--- src/rtl/ram_arbiter_if.sv ---
// Bundle of the three master ports and the single-port RAM port of ram_arbiter.
// slave = the arbiter's view; master = the view of whatever drives the masters and models the RAM.
interface ram_arbiter_if;
    logic        m0_req_i, m0_we_i, m0_ack_o;
    logic [3:0]  m0_be_i;
    logic [31:0] m0_addr_i, m0_data_i, m0_data_o;
    logic        m1_req_i, m1_we_i, m1_ack_o;
    logic [3:0]  m1_be_i;
    logic [31:0] m1_addr_i, m1_data_i, m1_data_o;
    logic        m2_req_i, m2_we_i, m2_ack_o;
    logic [3:0]  m2_be_i;
    logic [31:0] m2_addr_i, m2_data_i, m2_data_o;
    logic        ram_req_o, ram_we_o;
    logic [31:0] ram_addr_o, ram_data_o, ram_data_i;

    modport slave (
        input  m0_req_i, m0_we_i, m0_be_i, m0_addr_i, m0_data_i,
        input  m1_req_i, m1_we_i, m1_be_i, m1_addr_i, m1_data_i,
        input  m2_req_i, m2_we_i, m2_be_i, m2_addr_i, m2_data_i,
        output m0_data_o, m0_ack_o, m1_data_o, m1_ack_o, m2_data_o, m2_ack_o,
        output ram_req_o, ram_we_o, ram_addr_o, ram_data_o,
        input  ram_data_i
    );

    modport master (
        output m0_req_i, m0_we_i, m0_be_i, m0_addr_i, m0_data_i,
        output m1_req_i, m1_we_i, m1_be_i, m1_addr_i, m1_data_i,
        output m2_req_i, m2_we_i, m2_be_i, m2_addr_i, m2_data_i,
        input  m0_data_o, m0_ack_o, m1_data_o, m1_ack_o, m2_data_o, m2_ack_o,
        input  ram_req_o, ram_we_o, ram_addr_o, ram_data_o,
        output ram_data_i
    );
endinterface

--- src/rtl/ram_arbiter.sv ---
// Three-master arbiter for a single-port word RAM; sub-word writes become
// read-modify-write so the RAM only ever sees whole-word writes.
module ram_arbiter_lane (
    input  logic       be,
    input  logic [7:0] wr_byte,
    input  logic [7:0] old_byte,
    output logic [7:0] merged
);
    assign merged = be ? wr_byte : old_byte;
endmodule

module ram_arbiter #(
    parameter bit RR_EN = 1'b1
) (
    input  logic         clk,
    input  logic         rst,
    ram_arbiter_if.slave bus
);
    localparam int NM = 3;
    localparam int NB = 4;

    localparam logic [1:0] IDLE   = 2'd0;
    localparam logic [1:0] ACCESS = 2'd1;
    localparam logic [1:0] MERGE  = 2'd2;
    localparam logic [1:0] RESP   = 2'd3;

    logic [NM-1:0]          req, we;
    logic [NM-1:0][NB-1:0]  be;
    logic [NM-1:0][31:0]    addr, wdata;

    assign req   = {bus.m2_req_i,  bus.m1_req_i,  bus.m0_req_i};
    assign we    = {bus.m2_we_i,   bus.m1_we_i,   bus.m0_we_i};
    assign be    = {bus.m2_be_i,   bus.m1_be_i,   bus.m0_be_i};
    assign addr  = {bus.m2_addr_i, bus.m1_addr_i, bus.m0_addr_i};
    assign wdata = {bus.m2_data_i, bus.m1_data_i, bus.m0_data_i};

    logic [1:0]          state, last, win, grant;
    logic [2:0]          cand;
    logic                lat_we;
    logic [NB-1:0]       lat_be;
    logic [31:0]         lat_addr, lat_data, merge_q, merged, ram_wdata;
    logic [NM-1:0][31:0] rdata_q;
    logic [NM-1:0]       ack;
    logic                full_w, part_w;

    assign full_w = lat_we && (lat_be == 4'hF);
    assign part_w = lat_we && (lat_be != 4'hF) && (lat_be != 4'h0);

    // Round-robin walks last+3 down to last+1 so the nearest requester after last wins.
    always_comb begin
        grant = 2'd0;
        cand  = 3'd0;
        if (RR_EN) begin
            for (int i = NM; i >= 1; i--) begin
                cand = {1'b0, last} + 3'(i);
                if (cand >= 3'd3)
                    cand = cand - 3'd3;
                if (req[cand[1:0]])
                    grant = cand[1:0];
            end
        end else begin
            for (int i = NM - 1; i >= 0; i--)
                if (req[i])
                    grant = 2'(i);
        end
    end

    for (genvar k = 0; k < NB; k++) begin : g_lane
        ram_arbiter_lane u_lane (
            .be       (lat_be[k]),
            .wr_byte  (lat_data[8*k +: 8]),
            .old_byte (merge_q[8*k +: 8]),
            .merged   (merged[8*k +: 8])
        );
    end

    always_ff @(posedge clk) begin
        if (rst) begin
            state    <= IDLE;
            last     <= 2'd2;
            win      <= 2'd0;
            lat_we   <= 1'b0;
            lat_be   <= '0;
            lat_addr <= '0;
            lat_data <= '0;
            merge_q  <= '0;
            rdata_q  <= '0;
        end else begin
            case (state)
                IDLE: begin
                    if (|req) begin
                        win      <= grant;
                        last     <= grant;
                        lat_we   <= we[grant];
                        lat_be   <= be[grant];
                        lat_addr <= addr[grant];
                        lat_data <= wdata[grant];
                        state    <= ACCESS;
                    end
                end
                ACCESS: begin
                    if (!lat_we) begin
                        rdata_q[win] <= bus.ram_data_i;
                        state        <= RESP;
                    end else if (part_w) begin
                        merge_q <= bus.ram_data_i;
                        state   <= MERGE;
                    end else begin
                        state <= RESP;
                    end
                end
                MERGE:   state <= RESP;
                default: state <= IDLE;
            endcase
        end
    end

    // Reset gates the RAM strobes combinationally so an abort never commits a write.
    always_comb begin
        ram_wdata = '0;
        if (state == ACCESS && full_w)
            ram_wdata = lat_data;
        else if (state == MERGE)
            ram_wdata = merged;
    end

    assign bus.ram_req_o  = !rst && (state == ACCESS || state == MERGE);
    assign bus.ram_we_o   = !rst && ((state == ACCESS && full_w) || state == MERGE);
    assign bus.ram_addr_o = lat_addr;
    assign bus.ram_data_o = ram_wdata;

    for (genvar m = 0; m < NM; m++) begin : g_ack
        assign ack[m] = !rst && (state == RESP) && (win == 2'(m));
    end

    assign bus.m0_ack_o  = ack[0];
    assign bus.m1_ack_o  = ack[1];
    assign bus.m2_ack_o  = ack[2];
    assign bus.m0_data_o = rdata_q[0];
    assign bus.m1_data_o = rdata_q[1];
    assign bus.m2_data_o = rdata_q[2];
endmodule
--- src/flat_wrapper.sv ---
// flat-port wrapper written by rule: the top's interface ports become plain ports
module ram_arbiter_flat 
#(
    parameter bit RR_EN = 1'b1
)
  (clk, rst, bus_m0_req_i, bus_m0_we_i, bus_m0_be_i, bus_m0_addr_i, bus_m0_data_i, bus_m1_req_i, bus_m1_we_i, bus_m1_be_i, bus_m1_addr_i, bus_m1_data_i, bus_m2_req_i, bus_m2_we_i, bus_m2_be_i, bus_m2_addr_i, bus_m2_data_i, bus_m0_data_o, bus_m0_ack_o, bus_m1_data_o, bus_m1_ack_o, bus_m2_data_o, bus_m2_ack_o, bus_ram_req_o, bus_ram_we_o, bus_ram_addr_o, bus_ram_data_o, bus_ram_data_i);
  ram_arbiter_if bus_i ();
  input  logic clk;
  input  logic rst;
  input wire logic [$bits(bus_i.m0_req_i)-1:0] bus_m0_req_i;
  input wire logic [$bits(bus_i.m0_we_i)-1:0] bus_m0_we_i;
  input wire logic [$bits(bus_i.m0_be_i)-1:0] bus_m0_be_i;
  input wire logic [$bits(bus_i.m0_addr_i)-1:0] bus_m0_addr_i;
  input wire logic [$bits(bus_i.m0_data_i)-1:0] bus_m0_data_i;
  input wire logic [$bits(bus_i.m1_req_i)-1:0] bus_m1_req_i;
  input wire logic [$bits(bus_i.m1_we_i)-1:0] bus_m1_we_i;
  input wire logic [$bits(bus_i.m1_be_i)-1:0] bus_m1_be_i;
  input wire logic [$bits(bus_i.m1_addr_i)-1:0] bus_m1_addr_i;
  input wire logic [$bits(bus_i.m1_data_i)-1:0] bus_m1_data_i;
  input wire logic [$bits(bus_i.m2_req_i)-1:0] bus_m2_req_i;
  input wire logic [$bits(bus_i.m2_we_i)-1:0] bus_m2_we_i;
  input wire logic [$bits(bus_i.m2_be_i)-1:0] bus_m2_be_i;
  input wire logic [$bits(bus_i.m2_addr_i)-1:0] bus_m2_addr_i;
  input wire logic [$bits(bus_i.m2_data_i)-1:0] bus_m2_data_i;
  output wire logic [$bits(bus_i.m0_data_o)-1:0] bus_m0_data_o;
  output wire logic [$bits(bus_i.m0_ack_o)-1:0] bus_m0_ack_o;
  output wire logic [$bits(bus_i.m1_data_o)-1:0] bus_m1_data_o;
  output wire logic [$bits(bus_i.m1_ack_o)-1:0] bus_m1_ack_o;
  output wire logic [$bits(bus_i.m2_data_o)-1:0] bus_m2_data_o;
  output wire logic [$bits(bus_i.m2_ack_o)-1:0] bus_m2_ack_o;
  output wire logic [$bits(bus_i.ram_req_o)-1:0] bus_ram_req_o;
  output wire logic [$bits(bus_i.ram_we_o)-1:0] bus_ram_we_o;
  output wire logic [$bits(bus_i.ram_addr_o)-1:0] bus_ram_addr_o;
  output wire logic [$bits(bus_i.ram_data_o)-1:0] bus_ram_data_o;
  input wire logic [$bits(bus_i.ram_data_i)-1:0] bus_ram_data_i;
  assign bus_i.m0_req_i = bus_m0_req_i;
  assign bus_i.m0_we_i = bus_m0_we_i;
  assign bus_i.m0_be_i = bus_m0_be_i;
  assign bus_i.m0_addr_i = bus_m0_addr_i;
  assign bus_i.m0_data_i = bus_m0_data_i;
  assign bus_i.m1_req_i = bus_m1_req_i;
  assign bus_i.m1_we_i = bus_m1_we_i;
  assign bus_i.m1_be_i = bus_m1_be_i;
  assign bus_i.m1_addr_i = bus_m1_addr_i;
  assign bus_i.m1_data_i = bus_m1_data_i;
  assign bus_i.m2_req_i = bus_m2_req_i;
  assign bus_i.m2_we_i = bus_m2_we_i;
  assign bus_i.m2_be_i = bus_m2_be_i;
  assign bus_i.m2_addr_i = bus_m2_addr_i;
  assign bus_i.m2_data_i = bus_m2_data_i;
  assign bus_m0_data_o = bus_i.m0_data_o;
  assign bus_m0_ack_o = bus_i.m0_ack_o;
  assign bus_m1_data_o = bus_i.m1_data_o;
  assign bus_m1_ack_o = bus_i.m1_ack_o;
  assign bus_m2_data_o = bus_i.m2_data_o;
  assign bus_m2_ack_o = bus_i.m2_ack_o;
  assign bus_ram_req_o = bus_i.ram_req_o;
  assign bus_ram_we_o = bus_i.ram_we_o;
  assign bus_ram_addr_o = bus_i.ram_addr_o;
  assign bus_ram_data_o = bus_i.ram_data_o;
  assign bus_i.ram_data_i = bus_ram_data_i;
  ram_arbiter #(.RR_EN(RR_EN)) u_core (.clk(clk), .rst(rst), .bus(bus_i));
endmodule
--- config.mk ---
export PLATFORM = sky130hd
export DESIGN_NAME = ram_arbiter_flat
export DESIGN_NICKNAME = d
export VERILOG_FILES = /design/src/rtl/ram_arbiter_if.sv /design/src/rtl/ram_arbiter.sv /design/src/flat_wrapper.sv
export SDC_FILE = /design/constraint.sdc
export NUM_CORES = 1
export LEC_CHECK = 0
export CAP_MARGIN = 20
export CORE_MARGIN = 1.5
export CORE_UTILIZATION = 45
export CTS_CLUSTER_SIZE = 40
export DETAILED_ROUTE_END_ITERATION = 10
export PLACE_DENSITY = 0.78
export SETUP_SLACK_MARGIN = 0.15
export SLEW_MARGIN = 20
export SYNTH_ARGS = -nofsm -noshare
export SYNTH_HDL_FRONTEND = slang
export SYNTH_HIERARCHICAL = 1
export SYNTH_SLANG_ARGS = --single-unit
--- constraint.sdc ---
create_clock -name clk -period 6.3 [get_ports clk]
set_input_delay 1.89 -clock clk [delete_from_list [all_inputs] [get_ports clk]]
set_output_delay 1.89 -clock clk [all_outputs]
set_load 0.02 [all_outputs]
==> flow_summary_export.csv, run 1 <==
group,metric,value,unit
detailed_routing,viasPerCell,5.77,
detailed_routing,vias,12068,
yosys,synthSimpleGateAreaFrac,19.6,%
floorplan,rows,57,
floorplan,core,24500,sq um
clock_network,cts_tree,"yes",
sta,setup-tns-final,0,ns
worst_setup_path,worstPathCellList,"nand4_1 > nor2_4 > buf_4 > nand2_1 > o21ai_0 > clkdlybuf4s50_1",
clock_network,cts_made_buffers,22,
yosys,yosysTopAreaCell,"dfxtp_1",
yosys,synth_edf_count,0,
finish,drive_above_1_share,7.72,%
sta,whs,0.451,ns
clock_network,clock_sinks,202,
floorplan,die_h,162,microns
sta,max_freq,0.186,GHz
run,drv_cap,0,
power,power.leakage,5.77,nW
place,dp_cells,2049,
finish,area_delta_synth_final,41.3,%
yosys,syn_nets,1700,
global_route,grt_pass1_vias,11390,
yosys,netlist_area,11300,sq um
sta,setup-violations-final,0,
clock_network,cts-resized-gates,0,
yosys,synth_seq_cells,202,
finish,nets,2000,
place,place.port_buffers,408,
min_path,min_path_cells,2,
sta,skew,0.0114,ns
detailed_routing,first_pass_iters,5,
detailed_routing,drt_iter0_drc,1140,
yosys,yosys.cell_count.top_type,"nand2_1",
yosys,ys_seq_area_share,35.6,%
yosys,synth_area_leaders,"dfxtp_1 36%, nand2_1 11%, a2111oi_0 5.4%",
worst_setup_path,startpoint_type,"flip-flop",
clock_network,cts_hold_buf,0,
worst_setup_path,required,4.41,ns
yosys,netlist_instances,1449,
sta,slew_viol_final,0,
detailed_routing,ant_nets,0,
global_route,grt_pass1_wl,62700,microns
sta,hold_viol,0,
yosys,synthXorXnorAreaFrac,0,%
place,post-dp-hpwl,27400,microns
detailed_routing,drcViolationCount,0,
worst_setup_path,cp-end-kind,"output pin",
worst_setup_path,slowest_delay,0.77,ns
power,power_density,392,nW/um^2
floorplan,ios,409,
yosys,yosys_warnings,6,
global_route,grt_max_degree,97,
sta,slew_headroom,31.4,%
yosys,async_flop_share,0,%
status,status,"finished, final reports clean",
worst_setup_path,worstSetupPathType,"flip-flop to output pin",
global_route,antenna_found_initial,4,
yosys,synthMuxAreaShare,7.29,%
worst_setup_path,cp.arrival,3.48,ns
yosys,synth_top_family_by_area,"compound AO/OA/AOI/OAI gates",
global_route,grt_overflow_total,0,
sta,worstMarginPinSlew,1.03,ns
floorplan,fp.dieArea,26200,sq um
power,irDropWorstVdd,0.433,mV
yosys,synthDistinctLibCells,43,
clock_network,cts_setup_buffers,0,
clock_network,cts_max_level,1,
sta,min_period,5.37,ns
yosys,synth_compound_area_share,27.9,%
clock_network,cts_buffer_depth,3,
worst_setup_path,critical_path.max_fanout,49,
finish,layout.cells.non_filler,2090,
yosys,synth_commonest_cells,"332 x nand2_1, 202 x dfxtp_1, 120 x clkbuf_1, 106 x nor2_1, 98 x a21oi_1",
detailed_routing,drt-total-wl,40500,microns
detailed_routing,avgRoutedWirePerCell,19.4,microns
yosys,syn_area_per_cell,7.83,sq um
global_route,grt_usage,29.8,%
place,place_congestion,0.909,
floorplan,die_x,162,microns
worst_setup_path,r2r_cells,6,
min_path,hp-class,"flip-flop to flip-flop",
clock_network,clkLatencyLatePin,0.50,ns
clock_network,root_buffer,"clkbuf_16",
clock_network,clk_pin_slew,0.06,ns
yosys,synth_fa_ha_area_share,0.772,%
sta,rsz0062_at_grt,"false",
floorplan,initial_core_util,46.3,%
yosys,synthFlopType,"dfxtp_1",
sta,period_share,85.2,%
worst_setup_path,critPathSlowestCell,"nor2_4",
yosys,synth_top_cell_area_share,35.6,%
[cell families after synthesis]
kind of cell	Yosys count
AOI/OAI and AO/OA	418
muxes	66
DFF	202
buffers and inverters	227
and+or+nand+nor	529
adders and majority gates	7
[cells in the final DEF, fill, tap and decap left out, drive strengths merged, types with 2 or more instances in the layout]
cell	count
a2111oi	70
a211oi	71
a21oi	98
and2	69
buf	19
bufinv	2
clkbuf	28
clkdlybuf4s50	407
clkinv	8
dfxtp	202
diode	4
ha	7
inv	76
mux2	34
mux2i	32
nand2	333
nand2b	3
nand3	2
nand4	2
nor2	106
nor3	4
nor4b	2
o211ai	70
o21ai	34
o311ai	69
or3	2
or3b	2
[path summary, 6_finish.rpt]
check / start / to / slack (ns)
setup / recovery: u_core/lat_be[0] / bus_ram_data_o[17] / 0.93
hold / removal: u_core/bus.m1_data_o[9] / u_core/bus.m1_data_o[9] / 0.45
setup reg to reg: u_core/last[0] / u_core/lat_data[3] / 2.88
hold reg to reg: u_core/bus.m1_data_o[9] / u_core/bus.m1_data_o[9] / 0.45
[sequential cells by signal, summed over array words and instances, names as in the netlist]
name	count
u_core/lat_data	32
u_core/lat_we	1
u_core/win	1
u_core/bus.m1_data_o	32
u_core/lat_be	4
u_core/bus.m0_data_o	32
u_core/last	2
u_core/bus.ram_addr_o	32
u_core/merge_q	32
u_core/state	2
u_core/bus.m2_data_o	32
[critical path, delay by kind of cell (launching register included)]
family / cells / cell delay [ns]
buffers and inverters: 2 / 0.96
flip-flops: 1 / 0.75
AO/OA/AOI/OAI: 1 / 0.08
AND/OR/NAND/NOR: 3 / 1.17
[per-layer routing]
layer / wire, microns / track usage, % / share of wire, %
met1: 17000 / 38.7 / 42
met2: 18800 / 49.2 / 46
met3: 3320 / 5.26 / 8.2
met4: 1460 / 11.8 / 3.6
met5: 0 / 0 / 0
[power by group]
part / internal [mW] / switching, mW / total (mW) / leakage [nW]
clock network: 0.756 / 0.527 / 1.28 / 0.351
registers: 1.62 / 0.302 / 1.93 / 1.64
logic: 1.18 / 1.89 / 3.07 / 3.78
total: 3.56 / 2.72 / 6.28 / 5.77
[per-stage QoR]
| stage | setup slack, ns | instance area [sq um] | util [%] | total power, mW |
|---|---|---|---|---|
| global placement | 1.02 | 15300 | 62.5 | 4.92 |
| CTS | 0.933 | 16000 | 65.3 | 6.26 |
| global route | 0.678 | 16000 | 65.4 | 6.61 |
| detailed placement | 1.02 | 15300 | 62.5 | 4.98 |
| floorplan | 1.40 | 11300 | - | 3.90 |
| finish | 0.934 | 16000 | 65.4 | 6.28 |
[cell type report]
cell class                      instances  area [sq um]
Fill cell                            2088          8490
Antenna cell                            4          10.0
Clock inverter                          9          95.1
Multi-Input combinational cell       1020          6370
Inverter                               77           290
Tap cell                              324           405
Clock buffer                           28           604
Timing Repair Buffer                  426          4220
Sequential cell                       202          4040
No activity file was read; power rests on OpenSTA's default activity.
==> run 2: changes to the inputs <==
--- a/constraint.sdc
+++ b/constraint.sdc
@@ -3,2 +3,2 @@
 set_output_delay 1.89 -clock clk [all_outputs]
-set_load 0.02 [all_outputs]
+set_load 0.1 [all_outputs]
==> flow_summary_export.csv, run 2 (same netlist as run 1, synthesis figures left out) <==
group,metric,value,unit
run,drv_cap,0,
detailed_routing,avgRoutedWirePerCell,19.5,microns
global_route,grt_busiest_layer,"met2",
min_path,min_path_cells,2,
power,power_frac_clock,16.6,%
global_route,grt.met2_usage,49.6,%
floorplan,die_x,162,microns
global_route,antenna_found_initial,3,
global_route,grt_max_degree,106,
floorplan,rows,57,
place,place_congestion,0.907,
clock_network,cts_setup_buffers,0,
power,intPower,3.52,mW
finish,drive_above_1_share,8.86,%
place,post-dp-hpwl,28000,microns
floorplan,core,24500,sq um
finish,area_delta_synth_final,40.6,%
detailed_routing,drcViolationCount,0,
clock_network,cts_made_buffers,22,
worst_setup_path,critPathSlowestCell,"clkdlybuf4s50_1",
clock_network,cts_buffer_depth,3,
worst_setup_path,reg2reg_to,"u_core/bus.ram_addr_o[6]",
worst_setup_path,worstSetupPathType,"flip-flop to output pin",
detailed_routing,viasPerCell,5.80,
global_route,grtUsageMet3,6.15,%
floorplan,ios,409,
sta,min_period,5.37,ns
sta,slew_viol_final,0,
place,place.port_buffers,408,
detailed_routing,first_pass_iters,5,
place,dp_slack,1.39,ns
worst_setup_path,startpoint_type,"flip-flop",
min_path,hp-class,"flip-flop to flip-flop",
finish,layout.cells.non_filler,2086,
worst_setup_path,slowest_delay,1.16,ns
clock_network,cts-resized-gates,0,
detailed_routing,ant_nets,0,
sta,period_share,85.2,%
sta,setup-violations-final,0,
power,irDropWorstVdd,0.375,mV
power,seqPwrFrac,26.2,%
global_route,met1_usage,37.3,%
floorplan,die_h,162,microns
sta,worstMarginPinSlew,1.11,ns
sta,max_freq,0.186,GHz
detailed_routing,vias,12092,
worst_setup_path,required,4.41,ns
floorplan,initial_core_util,46.3,%
min_path,min-delay-start,"u_core/bus.m2_data_o[2]",
global_route,grt_pass1_wl,61900,microns
clock_network,clock_sinks,202,
power,p_sw_share,52.7,%
sta,hold_viol,0,
global_route,grt_usage,29.7,%
power,power.leakage,5.80,nW
sta,skew,0.00499,ns
sta,setup-tns-final,0,ns
sta,rsz0062_at_grt,"false",
power,power_density,466,nW/um^2
finish,nets,2000,
clock_network,cts_max_level,1,
sta,setup_slack,0.932,ns
worst_setup_path,critical_path.max_fanout,30,
clock_network,cts_hold_buf,0,
min_path,hold-path-endpoint,"u_core/bus.m2_data_o[2]",
worst_setup_path,rrSetupSlack,2.62,ns
finish,mostFrequentLayoutCell,"clkdlybuf4s50_1",
clock_network,root_buffer,"clkbuf_16",
floorplan,fp.dieArea,26200,sq um
worst_setup_path,cp-end-kind,"output pin",
status,status,"finished, final reports clean",
worst_setup_path,r2r_cells,6,
sta,slew_headroom,26.0,%
place,dp_cells,2049,
worst_setup_path,worstPathCellList,"nand4_1 > nor2_4 > nand2_1 > o21ai_0 > clkdlybuf4s50_1",
global_route,grt_overflow_total,0,
power,p_sw,3.92,mW
sta,whs,0.453,ns
clock_network,clkLatencyLatePin,0.50,ns
worst_setup_path,cp.arrival,3.48,ns
clock_network,cts_tree,"yes",
global_route,grt_pass1_vias,11279,
worst_setup_path,r2r-start,"u_core/last[0]",
finish,final_cell_mix,"383 x clkdlybuf4s50_1, 331 x nand2_1, 202 x dfxtp_1",
detailed_routing,drt_iter0_drc,1099,
clock_network,clk_pin_slew,0.06,ns
detailed_routing,drt-total-wl,40700,microns
power,total_power,7.43,mW
power,comb_power_share,57.2,%
[run 2: changes by cell type in the layout (fill, tap and decap cells not counted), sizes merged]
cell,delta
buf,+24
clkinv,-5
bufinv,-1
clkbuf,+4
clkdlybuf4s50,-24
diode,-2
[run 2: worst max-delay path by stage]
stage	start	endpoint	slack (ns)	cells past startpoint
3_5_place_dp	rst	bus_ram_we_o	1.39	4
4_1_cts	u_core/lat_be[3]	bus_ram_data_o[7]	0.88	5
5_1_grt	u_core/lat_be[3]	bus_ram_data_o[8]	0.74	5
6_report	u_core/lat_be[0]	bus_ram_data_o[7]	0.93	5
3_3_place_gp	rst	bus_ram_we_o	1.39	4
2_1_floorplan	rst	bus_m0_ack_o	-0.97	3
[run 2: area by class of cell]
type | count | area [sq um]
well taps | 324 | 405
repair buffers | 426 | 4160
inverters | 77 | 290
flip-flops and latches | 202 | 4040
clock buffers | 32 | 628
multi-input cells | 1020 | 6370
diodes | 2 | 5.00
clock inverters | 3 | 51.3
fillers | 2101 | 8580
[run 2: metrics by stage]
stage / instance area, sq um / util [%]
global route: 16000 / 65.0
floorplan: 11300 / -
finish: 16000 / 65.0
CTS: 15900 / 65.0
detailed placement: 15300 / 62.2
global placement: 15300 / 62.2
[run 2: worst max-delay path: cells and delay by family (launching register included)]
| family | cells | cell delay [ns] |
|---|---|---|
| buf+inv | 1 | 1.16 |
| simple gates | 3 | 0.94 |
| flops | 1 | 0.74 |
| compound gates | 1 | 0.11 |
[run 2: power by group through the flow]
stage                     Sequential (mW)  Clock [mW]  Combinational [mW]
after global placement               1.95           0                4.16
after detailed placement             1.97           0                4.21
after floorplan                      3.17           0                1.93
after global routing                 1.99        1.31                4.45
after CTS                            1.95        1.26                4.22
final                                1.95        1.24                4.25
[run 2: per-layer routing]
layer	vias to the layer above	wire [microns]	share of wire [%]
met1	5620	16200	40
met3	97	3940	9.7
met4	0	1790	4.4
met5	-	0	0
li1	5722	-	-
met2	653	18800	46
==> run 3: changes to the inputs <==
- PLACE_DENSITY: 0.78 -> 0.85
==> flow_summary_export.csv, run 3 (same netlist as run 1, synthesis figures left out) <==
group,metric,value,unit
detailed_routing,first_pass_iters,5,
sta,setup_slack,0.890,ns
sta,rsz0062_at_grt,"false",
clock_network,cts_made_buffers,23,
floorplan,ios,409,
power,p_sw,3.99,mW
place,place_congestion,0.926,
power,p_sw_share,52.3,%
place,post-dp-hpwl,28700,microns
sta,slew_headroom,22.8,%
detailed_routing,drt_iter0_drc,1184,
detailed_routing,drt-total-wl,41700,microns
finish,n_fill_cell,2043,
finish,drive_above_1_share,9.34,%
place,dp_slack,1.21,ns
detailed_routing,drcViolationCount,0,
finish,final_cell_mix,"383 x clkdlybuf4s50_1, 331 x nand2_1, 202 x dfxtp_1",
floorplan,fp.dieArea,26200,sq um
global_route,antenna_found_initial,4,
global_route,grt_pass1_wl,63300,microns
sta,slew_viol_final,0,
power,intPower,3.64,mW
clock_network,clkLatencyLatePin,0.50,ns
clock_network,cts-resized-gates,0,
sta,min_period,5.41,ns
finish,post-route-util,65.5,%
sta,hold_viol,0,
detailed_routing,viasPerCell,5.78,
global_route,grt_max_degree,102,
sta,whs,0.454,ns
run,drv_cap,0,
worst_setup_path,cp.arrival,3.52,ns
finish,fin_area,16100,sq um
sta,setup-violations-final,0,
clock_network,cts_max_level,1,
clock_network,clock_sinks,202,
min_path,hp-class,"flip-flop to flip-flop",
detailed_routing,ant_nets,0,
worst_setup_path,critical_path.max_fanout,30,
detailed_routing,avgRoutedWirePerCell,19.9,microns
floorplan,initial_core_util,46.3,%
sta,worstMarginPinSlew,1.15,ns
power,irDropWorstVdd,0.447,mV
floorplan,core,24500,sq um
sta,max_freq,0.185,GHz
clock_network,cts_setup_buffers,0,
detailed_routing,vias,12105,
power,comb_power_share,56.4,%
global_route,grt_pass1_vias,11350,
place,place_area,15300,sq um
power,seqPwrFrac,25.5,%
place,place.port_buffers,408,
power,power.leakage,5.86,nW
finish,mostFrequentLayoutCell,"clkdlybuf4s50_1",
clock_network,cts_hold_buf,0,
power,total_power,7.63,mW
floorplan,rows,57,
global_route,grt_usage,30.2,%
finish,area_delta_synth_final,41.7,%
floorplan,die_x,162,microns
clock_network,root_buffer,"clkbuf_16",
sta,skew,0.0124,ns
sta,period_share,85.9,%
clock_network,cts_buffer_depth,3,
status,status,"finished, final reports clean",
global_route,grt_overflow_total,0,
finish,nets,2002,
worst_setup_path,required,4.41,ns
clock_network,clk_pin_slew,0.06,ns
floorplan,die_h,162,microns
worst_setup_path,startpoint_type,"flip-flop",
power,power_density,475,nW/um^2
clock_network,cts_tree,"yes",
power,power_frac_clock,18.1,%
worst_setup_path,worstSetupPathType,"flip-flop to output pin",
worst_setup_path,cp-end-kind,"output pin",
-- run 3: cell count changes in the layout (fill, tap and decap cells not counted), sizes merged --
cell / previous run / this run
clkinv: 3 / 5
inv: 76 / 78
buf: 43 / 44
bufinv: 1 / 3
diode: 2 / 3
clkinvlp: 0 / 2
clkbuf: 32 / 30
-- run 3: per-stage QoR --
step | setup TNS (ns) | instances
floorplan | -1.95 | 1449
global placement | 0 | 2049
detailed placement | 0 | 2049
CTS | 0 | 2090
global route | 0 | 2094
finish | 0 | 2094
-- run 3: area by class of cell --
| class | count | area, sq um | share of cell area [%] |
|---|---|---|---|
| Clock inverter | 11 | 143 | 0.887 |
| Timing Repair Buffer | 427 | 4180 | 26.0 |
| Multi-Input combinational cell | 1020 | 6370 | 39.6 |
| Antenna cell | 3 | 7.51 | 0.0467 |
| Tap cell | 324 | 405 | 2.52 |
| Inverter | 77 | 289 | 1.80 |
| Sequential cell | 202 | 4040 | 25.2 |
| Clock buffer | 30 | 632 | 3.93 |
-- run 3: final timing paths --
check / from / to / slack, ns / cells after the start
worst max register to register: u_core/last[0] / u_core/lat_be[1] / 2.84 / 7
worst min register to register: u_core/bus.m0_data_o[11] / u_core/bus.m0_data_o[11] / 0.45 / 2
worst max-delay path: u_core/lat_be[3] / bus_ram_data_o[6] / 0.89 / 5
worst min-delay path: u_core/bus.m0_data_o[11] / u_core/bus.m0_data_o[11] / 0.45 / 2
-- run 3: routing by layer --
| layer | vias to the layer above | global-route usage (%) | share of wire [%] |
|---|---|---|---|
| li1 | 5735 | - | - |
| met1 | 5637 | 38.3 | 41 |
| met2 | 640 | 50.8 | 47 |
| met3 | 93 | 5.46 | 8.7 |
| met4 | 0 | 12.2 | 3.8 |
| met5 | - | 0 | 0 |
-- run 3: power groups by stage --
| stage | Clock (mW) | Sequential (mW) | Combinational, mW |
|---|---|---|---|
| floorplan | 0 | 3.17 | 1.93 |
| global placement | 0 | 1.95 | 4.19 |
| detailed placement | 0 | 1.97 | 4.23 |
| CTS | 1.39 | 1.94 | 4.25 |
| global route | 1.45 | 1.99 | 4.49 |
| finish | 1.38 | 1.95 | 4.30 |
-- run 3: critical path: stages, from the launching register on --
cell             delay, ns
dfxtp_1               0.74
nand4_1               0.32
nor2_4                0.53
nand2_1               0.14
o21ai_0               0.11
clkdlybuf4s50_1       1.17
